File: config.mk
export PLATFORM = sky130hd
export DESIGN_NAME = shot_clk_reporter
export DESIGN_NICKNAME = d
export VERILOG_FILES = /design/src/rtl/shot_clk_reporter.sv
export SDC_FILE = /design/constraint.sdc
export NUM_CORES = 1
export LEC_CHECK = 0
export CAP_MARGIN = 30
export CORE_ASPECT_RATIO = 0.5
export CORE_MARGIN = 2
export CORE_UTILIZATION = 45
export DETAILED_ROUTE_END_ITERATION = 16
export GPL_TIMING_DRIVEN = 0
export PLACE_DENSITY = 0.74
export SLEW_MARGIN = 20
export SYNTH_ARGS = -nofsm -noshare
export SYNTH_HDL_FRONTEND = slang
export SYNTH_SLANG_ARGS = --single-unit
File: constraint.sdc
create_clock -name clk -period 2.78 [get_ports clk]
set_input_delay 0.417 -clock clk [delete_from_list [all_inputs] [get_ports clk]]
set_output_delay 0.417 -clock clk [all_outputs]
set_load 0.1 [all_outputs]
File: src/rtl/shot_clk_reporter.sv
// Shot-clock status reporter: sends a 9-byte ASCII line "SC:TO S\r\n" into a
// UART TX FIFO when the displayed status changes, on a query, or on a heartbeat.
module shot_clk_reporter #(
    parameter int unsigned HEARTBEAT_CYCLES = 50000000,
    parameter int unsigned CNT_W            = 16
) (
    input  logic             clk,
    input  logic             rst,
    input  logic             en,
    input  logic [3:0]       tens,
    input  logic [3:0]       ones,
    input  logic             running,
    input  logic             expired,
    input  logic             force_rpt,
    input  logic             tx_full,
    output logic             wr_uart,
    output logic [7:0]       w_data,
    output logic             busy,
    output logic [CNT_W-1:0] msg_count
);

    typedef enum logic [1:0] {IDLE, SNAP, SEND} state_t;

    localparam bit          HB_EN   = (HEARTBEAT_CYCLES != 0);
    localparam logic [31:0] HB_LAST = HB_EN ? HEARTBEAT_CYCLES - 1 : 32'd0;

    state_t           state_reg, state_next;
    logic [9:0]       s1_reg, s2_reg, last_sent_reg, snap_reg;
    logic             pending_reg;
    logic [31:0]      hb_cnt_reg;
    logic [3:0]       idx_reg;
    logic [CNT_W-1:0] msg_count_reg;

    logic             stable, change_trig, query_trig, hb_count_en, hb_trig;
    logic [7:0]       digit_chr [2];
    logic [7:0]       state_chr, msg_byte;

    function automatic logic [7:0] digit_ascii(input logic [3:0] d);
        return (d > 4'd9) ? 8'h3F : {4'h3, d};
    endfunction

    // The inputs come from a divided clock domain, so only a word seen twice
    // in a row is trusted. A change seen in SNAP is already being captured.
    assign stable      = (s1_reg == s2_reg);
    assign change_trig = en && stable && (s2_reg != last_sent_reg) && (state_reg != SNAP);
    assign query_trig  = en && force_rpt;
    assign hb_count_en = HB_EN && en && (state_reg == IDLE) && !pending_reg;
    assign hb_trig     = hb_count_en && (hb_cnt_reg == HB_LAST);

    generate
        for (genvar gi = 0; gi < 2; gi++) begin : g_digit
            assign digit_chr[gi] = digit_ascii(snap_reg[gi*4 +: 4]);
        end
    endgenerate

    assign state_chr = snap_reg[9] ? 8'h42 : (snap_reg[8] ? 8'h52 : 8'h48);

    always_comb begin
        msg_byte = 8'h00;
        case (idx_reg)
            4'd0:    msg_byte = 8'h53;
            4'd1:    msg_byte = 8'h43;
            4'd2:    msg_byte = 8'h3A;
            4'd3:    msg_byte = digit_chr[1];
            4'd4:    msg_byte = digit_chr[0];
            4'd5:    msg_byte = 8'h20;
            4'd6:    msg_byte = state_chr;
            4'd7:    msg_byte = 8'h0D;
            4'd8:    msg_byte = 8'h0A;
            default: msg_byte = 8'h00;
        endcase
    end

    always_ff @(posedge clk or posedge rst) begin
        if (rst) begin
            state_reg <= IDLE;
        end else begin
            state_reg <= state_next;
        end
    end

    always_comb begin
        state_next = state_reg;
        wr_uart    = 1'b0;
        w_data     = 8'h00;
        case (state_reg)
            IDLE: begin
                if (pending_reg) begin
                    state_next = SNAP;
                end
            end
            SNAP: begin
                state_next = SEND;
            end
            SEND: begin
                wr_uart = !tx_full;
                w_data  = msg_byte;
                if (!tx_full && idx_reg == 4'd8) begin
                    state_next = IDLE;
                end
            end
            default: state_next = IDLE;
        endcase
    end

    always_ff @(posedge clk or posedge rst) begin
        if (rst) begin
            s1_reg        <= 10'h3FF;
            s2_reg        <= 10'h3FF;
            last_sent_reg <= 10'h3FF;
            snap_reg      <= 10'h000;
            pending_reg   <= 1'b0;
            hb_cnt_reg    <= 32'd0;
            idx_reg       <= 4'd0;
            msg_count_reg <= '0;
        end else begin
            s1_reg <= {expired, running, tens, ones};
            s2_reg <= s1_reg;

            // A query arriving during SNAP is kept for the following message.
            if (!en) begin
                pending_reg <= 1'b0;
            end else if (state_reg == SNAP) begin
                pending_reg <= query_trig;
            end else if (change_trig || query_trig || hb_trig) begin
                pending_reg <= 1'b1;
            end

            if (!en || state_reg == SNAP) begin
                hb_cnt_reg <= 32'd0;
            end else if (hb_count_en) begin
                hb_cnt_reg <= hb_trig ? 32'd0 : hb_cnt_reg + 32'd1;
            end

            if (state_reg == SNAP) begin
                snap_reg      <= s2_reg;
                last_sent_reg <= s2_reg;
                idx_reg       <= 4'd0;
            end else if (state_reg == SEND && wr_uart) begin
                if (idx_reg == 4'd8) begin
                    idx_reg       <= 4'd0;
                    msg_count_reg <= msg_count_reg + {{(CNT_W-1){1'b0}}, 1'b1};
                end else begin
                    idx_reg <= idx_reg + 4'd1;
                end
            end
        end
    end

    assign busy      = (state_reg != IDLE);
    assign msg_count = msg_count_reg;

endmodule

==> flow_summary.ini, run 1 <==
[worst_hold_path]
min_path_cells = 0
min_from = s1_reg[6]$_DFF_PP1_
holdPathEnd = s2_reg[6]$_DFF_PP1_
hold_path_class = flop to flop

[clock_network]
htree_levels = 3
cts_tree = done
clock-sinks = 95
clk_latency_ns = 0.35
cts_buffers = 9
cts_buffer_depth = 2
cts_hold_buffers = 0
clkTransAtPathRegs_ns = 0.07
clock-root-buffer = clkbuf_16

[global_routing]
grt_pass1_vias = 3204
grt.total_usage = 0.1821
grt_remaining_overflow = 0
grt_pass1_wl_mm = 15.68
antenna_found_initial = 0
grt_max_degree = 30

[critical_path]
startpoint_type = flop
crit_required_ns = 2.36
path_common_cell = o21ai_0
end_kind = primary output
cp_data_arrival_time_ns = 2.23
cp_cell_sequence = inv_1 > ha_1 > nand2_1 > o21ai_0 > o21ai_0 > a21oi_2 > clkdlybuf4s15_2
r2r_cells = 7
criticalPathCategory = flop to primary output
max_stage_delay_ns = 0.56
r2r_setup_slack_ns = 0.37
cp_max_fo = 8
r2r-start = hb_cnt_reg[0]$_DFFE_PP0P_
slowest_stage = clkdlybuf4s15_2
r2r_end = hb_cnt_reg[1]$_DFFE_PP0P_

[final_layout]
final_cell_area_mm2 = 0.005514
final_net_count = 534
multi_input_area_mm2 = 0.002069
syn2layout_area_growth_pct = 20.28
num_antenna_cells = 0
final_common_cell = nand2_1
largest_register_ffs = 32
layout_common_cells = nand2_1 (79), dfrtp_1 (65), xnor2_1 (40)
drive_gt1_frac = 0.1602
final_core_util = 0.5705
n_fill_cell = 806
seqCellArea_mm2 = 0.002415

[synthesis]
syn_area_per_cell_um2 = 9.944
yosysUniqueCellTypes = 50
synthCells = 461
yosysSeqAreaShare = 0.5267
ys_ff_latch = 95
syn_area_mm2 = 0.004584
ys_warn_count = 0
synth_fp_nets = 482

[floorplanning]
die-area_mm2 = 0.01106
coreArea_mm2 = 0.009666
die_y_um = 75.37
initial_core_util = 0.4743
rows = 25
die_w_um = 146.7
pin_count = 41

[place]
io_buffers = 39
postPlaceCellArea_mm2 = 0.005229
dp_hpwl_mm = 6.797
gp_congestion = 0.8418

[sta]
setup_viol = 0
final-max-slew-violation-count = 0
min_period_ns = 2.644
tightest_slew_ns = 0.9864
rsz0062_at_grt = false
post-route-period-util = 0.9512
hold_violations = 0
fmax_ghz = 0.3782
clock_skew_ns = 0.008712
relSlewSlack = 0.3403

[power]
p_switching_uw = 1776
swShare = 0.3935
combPwrFrac = 0.330
p_int_uw = 2739
peakVddDrop_mv = 0.3484
total_leakage_power_uw = 0.002315
power_density_mw_per_mm2 = 818.8
p_seq_frac = 0.404
power_frac_clock = 0.266

[drt]
drtAntennaViolNets = 0
drt-initial-drc-count = 216
drt-pass1-iter-count = 4
wl_per_cell_um = 14.51
drc = 0
vias = 3460
routed_wl_mm = 9.477
viasPerCell = 5.299

[run]
maxCapViolCount = 0

[run_status]
outcome = finished, final reports clean
==> metrics by stage <==
stage,std cells,TNS (ns),power (µW),hold WS [ns],setup slack (ns)
after floorplan,461,-2.346,2970,0.3598,-0.8749
after global placement,635,-1.721,3299,0.3625,-0.3797
after detailed placement,638,-1.861,3344,0.3633,-0.3865
after CTS,654,-0.01504,4533,0.3729,-0.01504
after global routing,653,0,4746,0.3765,0.009312
final,653,0,4515,0.3673,0.1357
==> cell usage after synthesis (all sizes together) <==
library cell | number | area (µm²)
a21oi | 15 | 78.83
o22a | 1 | 8.760
a31o | 2 | 17.52
or2 | 4 | 25.03
nor4 | 12 | 75.07
and2 | 3 | 18.77
o32ai | 1 | 8.760
clkbuf | 9 | 33.78
nor2 | 35 | 131.4
nand2 | 79 | 296.5
nor3 | 12 | 60.06
xnor2 | 40 | 350.3
o41ai | 2 | 17.52
a31oi | 1 | 6.260
conb | 1 | 3.750
or3b | 1 | 8.760
nand3 | 23 | 127.6
nand3b | 2 | 15.01
o21bai | 1 | 7.510
a21o | 2 | 15.01
dfstp | 30 | 788.3
o31ai | 2 | 15.01
buf | 10 | 58.80
or4 | 5 | 45.04
inv | 7 | 26.28
a211o | 1 | 8.760
a211oi | 2 | 15.01
or3 | 4 | 25.02
nor2b | 3 | 18.77
and3 | 10 | 63.81
nor4b | 2 | 23.77
nand4 | 18 | 112.6
nor4bb | 1 | 10.01
and4 | 8 | 70.07
mux2 | 1 | 11.26
dfrtp | 65 | 1627
xor2 | 20 | 175.2
nand2b | 3 | 18.77
o21ai | 15 | 75.07
ha | 6 | 75.07
o21a | 2 | 15.01
==> cells by family (layout without fill, tap and decap cells) <==
kind of cell / count (synthesis) / after routing / synth area share
buffers and inverters: 26 / 83 / 0.02593
adders and majority gates: 6 / 6 / 0.01638
and+or+nand+nor: 225 / 225 / 0.2500
DFF: 95 / 95 / 0.5267
AOI/OAI and AO/OA: 47 / 47 / 0.06305
other: 1 / 1 / 0.0008180
xor gates and xnor gates: 60 / 60 / 0.1146
muxes: 1 / 1 / 0.002456
==> how the worst max path moves through the flow <==
stage,start,end,depth (start not counted)
after floorplan,idx_reg[0]$_DFFE_PP0P_,w_data[0],6
after global placement,tx_full,wr_uart,4
after detailed placement,tx_full,wr_uart,4
after CTS,idx_reg[0]$_DFFE_PP0P_,w_data[2],7
after global routing,idx_reg[2]$_DFFE_PP0P_,w_data[5],5
final,idx_reg[0]$_DFFE_PP0P_,w_data[4],7
==> routing by layer <==
layer,vias to the layer above,global-route usage,share of wire
met1,1669,0.2520,0.49
met4,0,0.05609,0.013
met5,-,0,0
met3,10,0.04850,0.046
met2,78,0.2879,0.45
li1,1703,-,-
==> cell type report <==
class | instances | share of cell area
buffer | 18 | 0.01611
clock buffer | 11 | 0.04606
clock inverter | 5 | 0.006354
inverter | 7 | 0.005446
multi-input combinational | 340 | 0.3753
sequential | 95 | 0.4379
tap | 135 | 0.03063
timing repair buffer | 42 | 0.08214
==> critical path, delay by kind of cell (launching register included) <==
kind | cells | cell delay [ns]
adder cells (fa/ha/maj) | 1 | 0.31
AND/OR/NAND/NOR | 1 | 0.08
flip-flops | 1 | 0.42
AO/OA/AOI/OAI | 3 | 0.39
buffers and inverters | 2 | 0.68
==> power groups by stage <==
| stage | logic (µW) | registers [µW] | clock network [µW] |
|---|---|---|---|
| 2_1_floorplan | 1120 | 1850 | 0 |
| 3_3_place_gp | 1470 | 1830 | 0 |
| 3_5_place_dp | 1500 | 1840 | 0 |
| 4_1_cts | 1490 | 1820 | 1220 |
| 5_1_grt | 1610 | 1850 | 1290 |
| 6_report | 1490 | 1820 | 1200 |
==> timing repair <==
item                       4_1_cts  5_1_grt
buffers inserted                 0        0
setup endpoints to repair        8        5
pin swaps                        0        0
gates resized for setup         36        3
Note: power is estimated with default switching activity, not from simulation.
==> inputs of run 2 (changes only) <==
CTS_CLUSTER_DIAMETER = 200   (was unset)
==> results of run 2 <==
Final layout, timing and power as in run 1 (identical DEF).
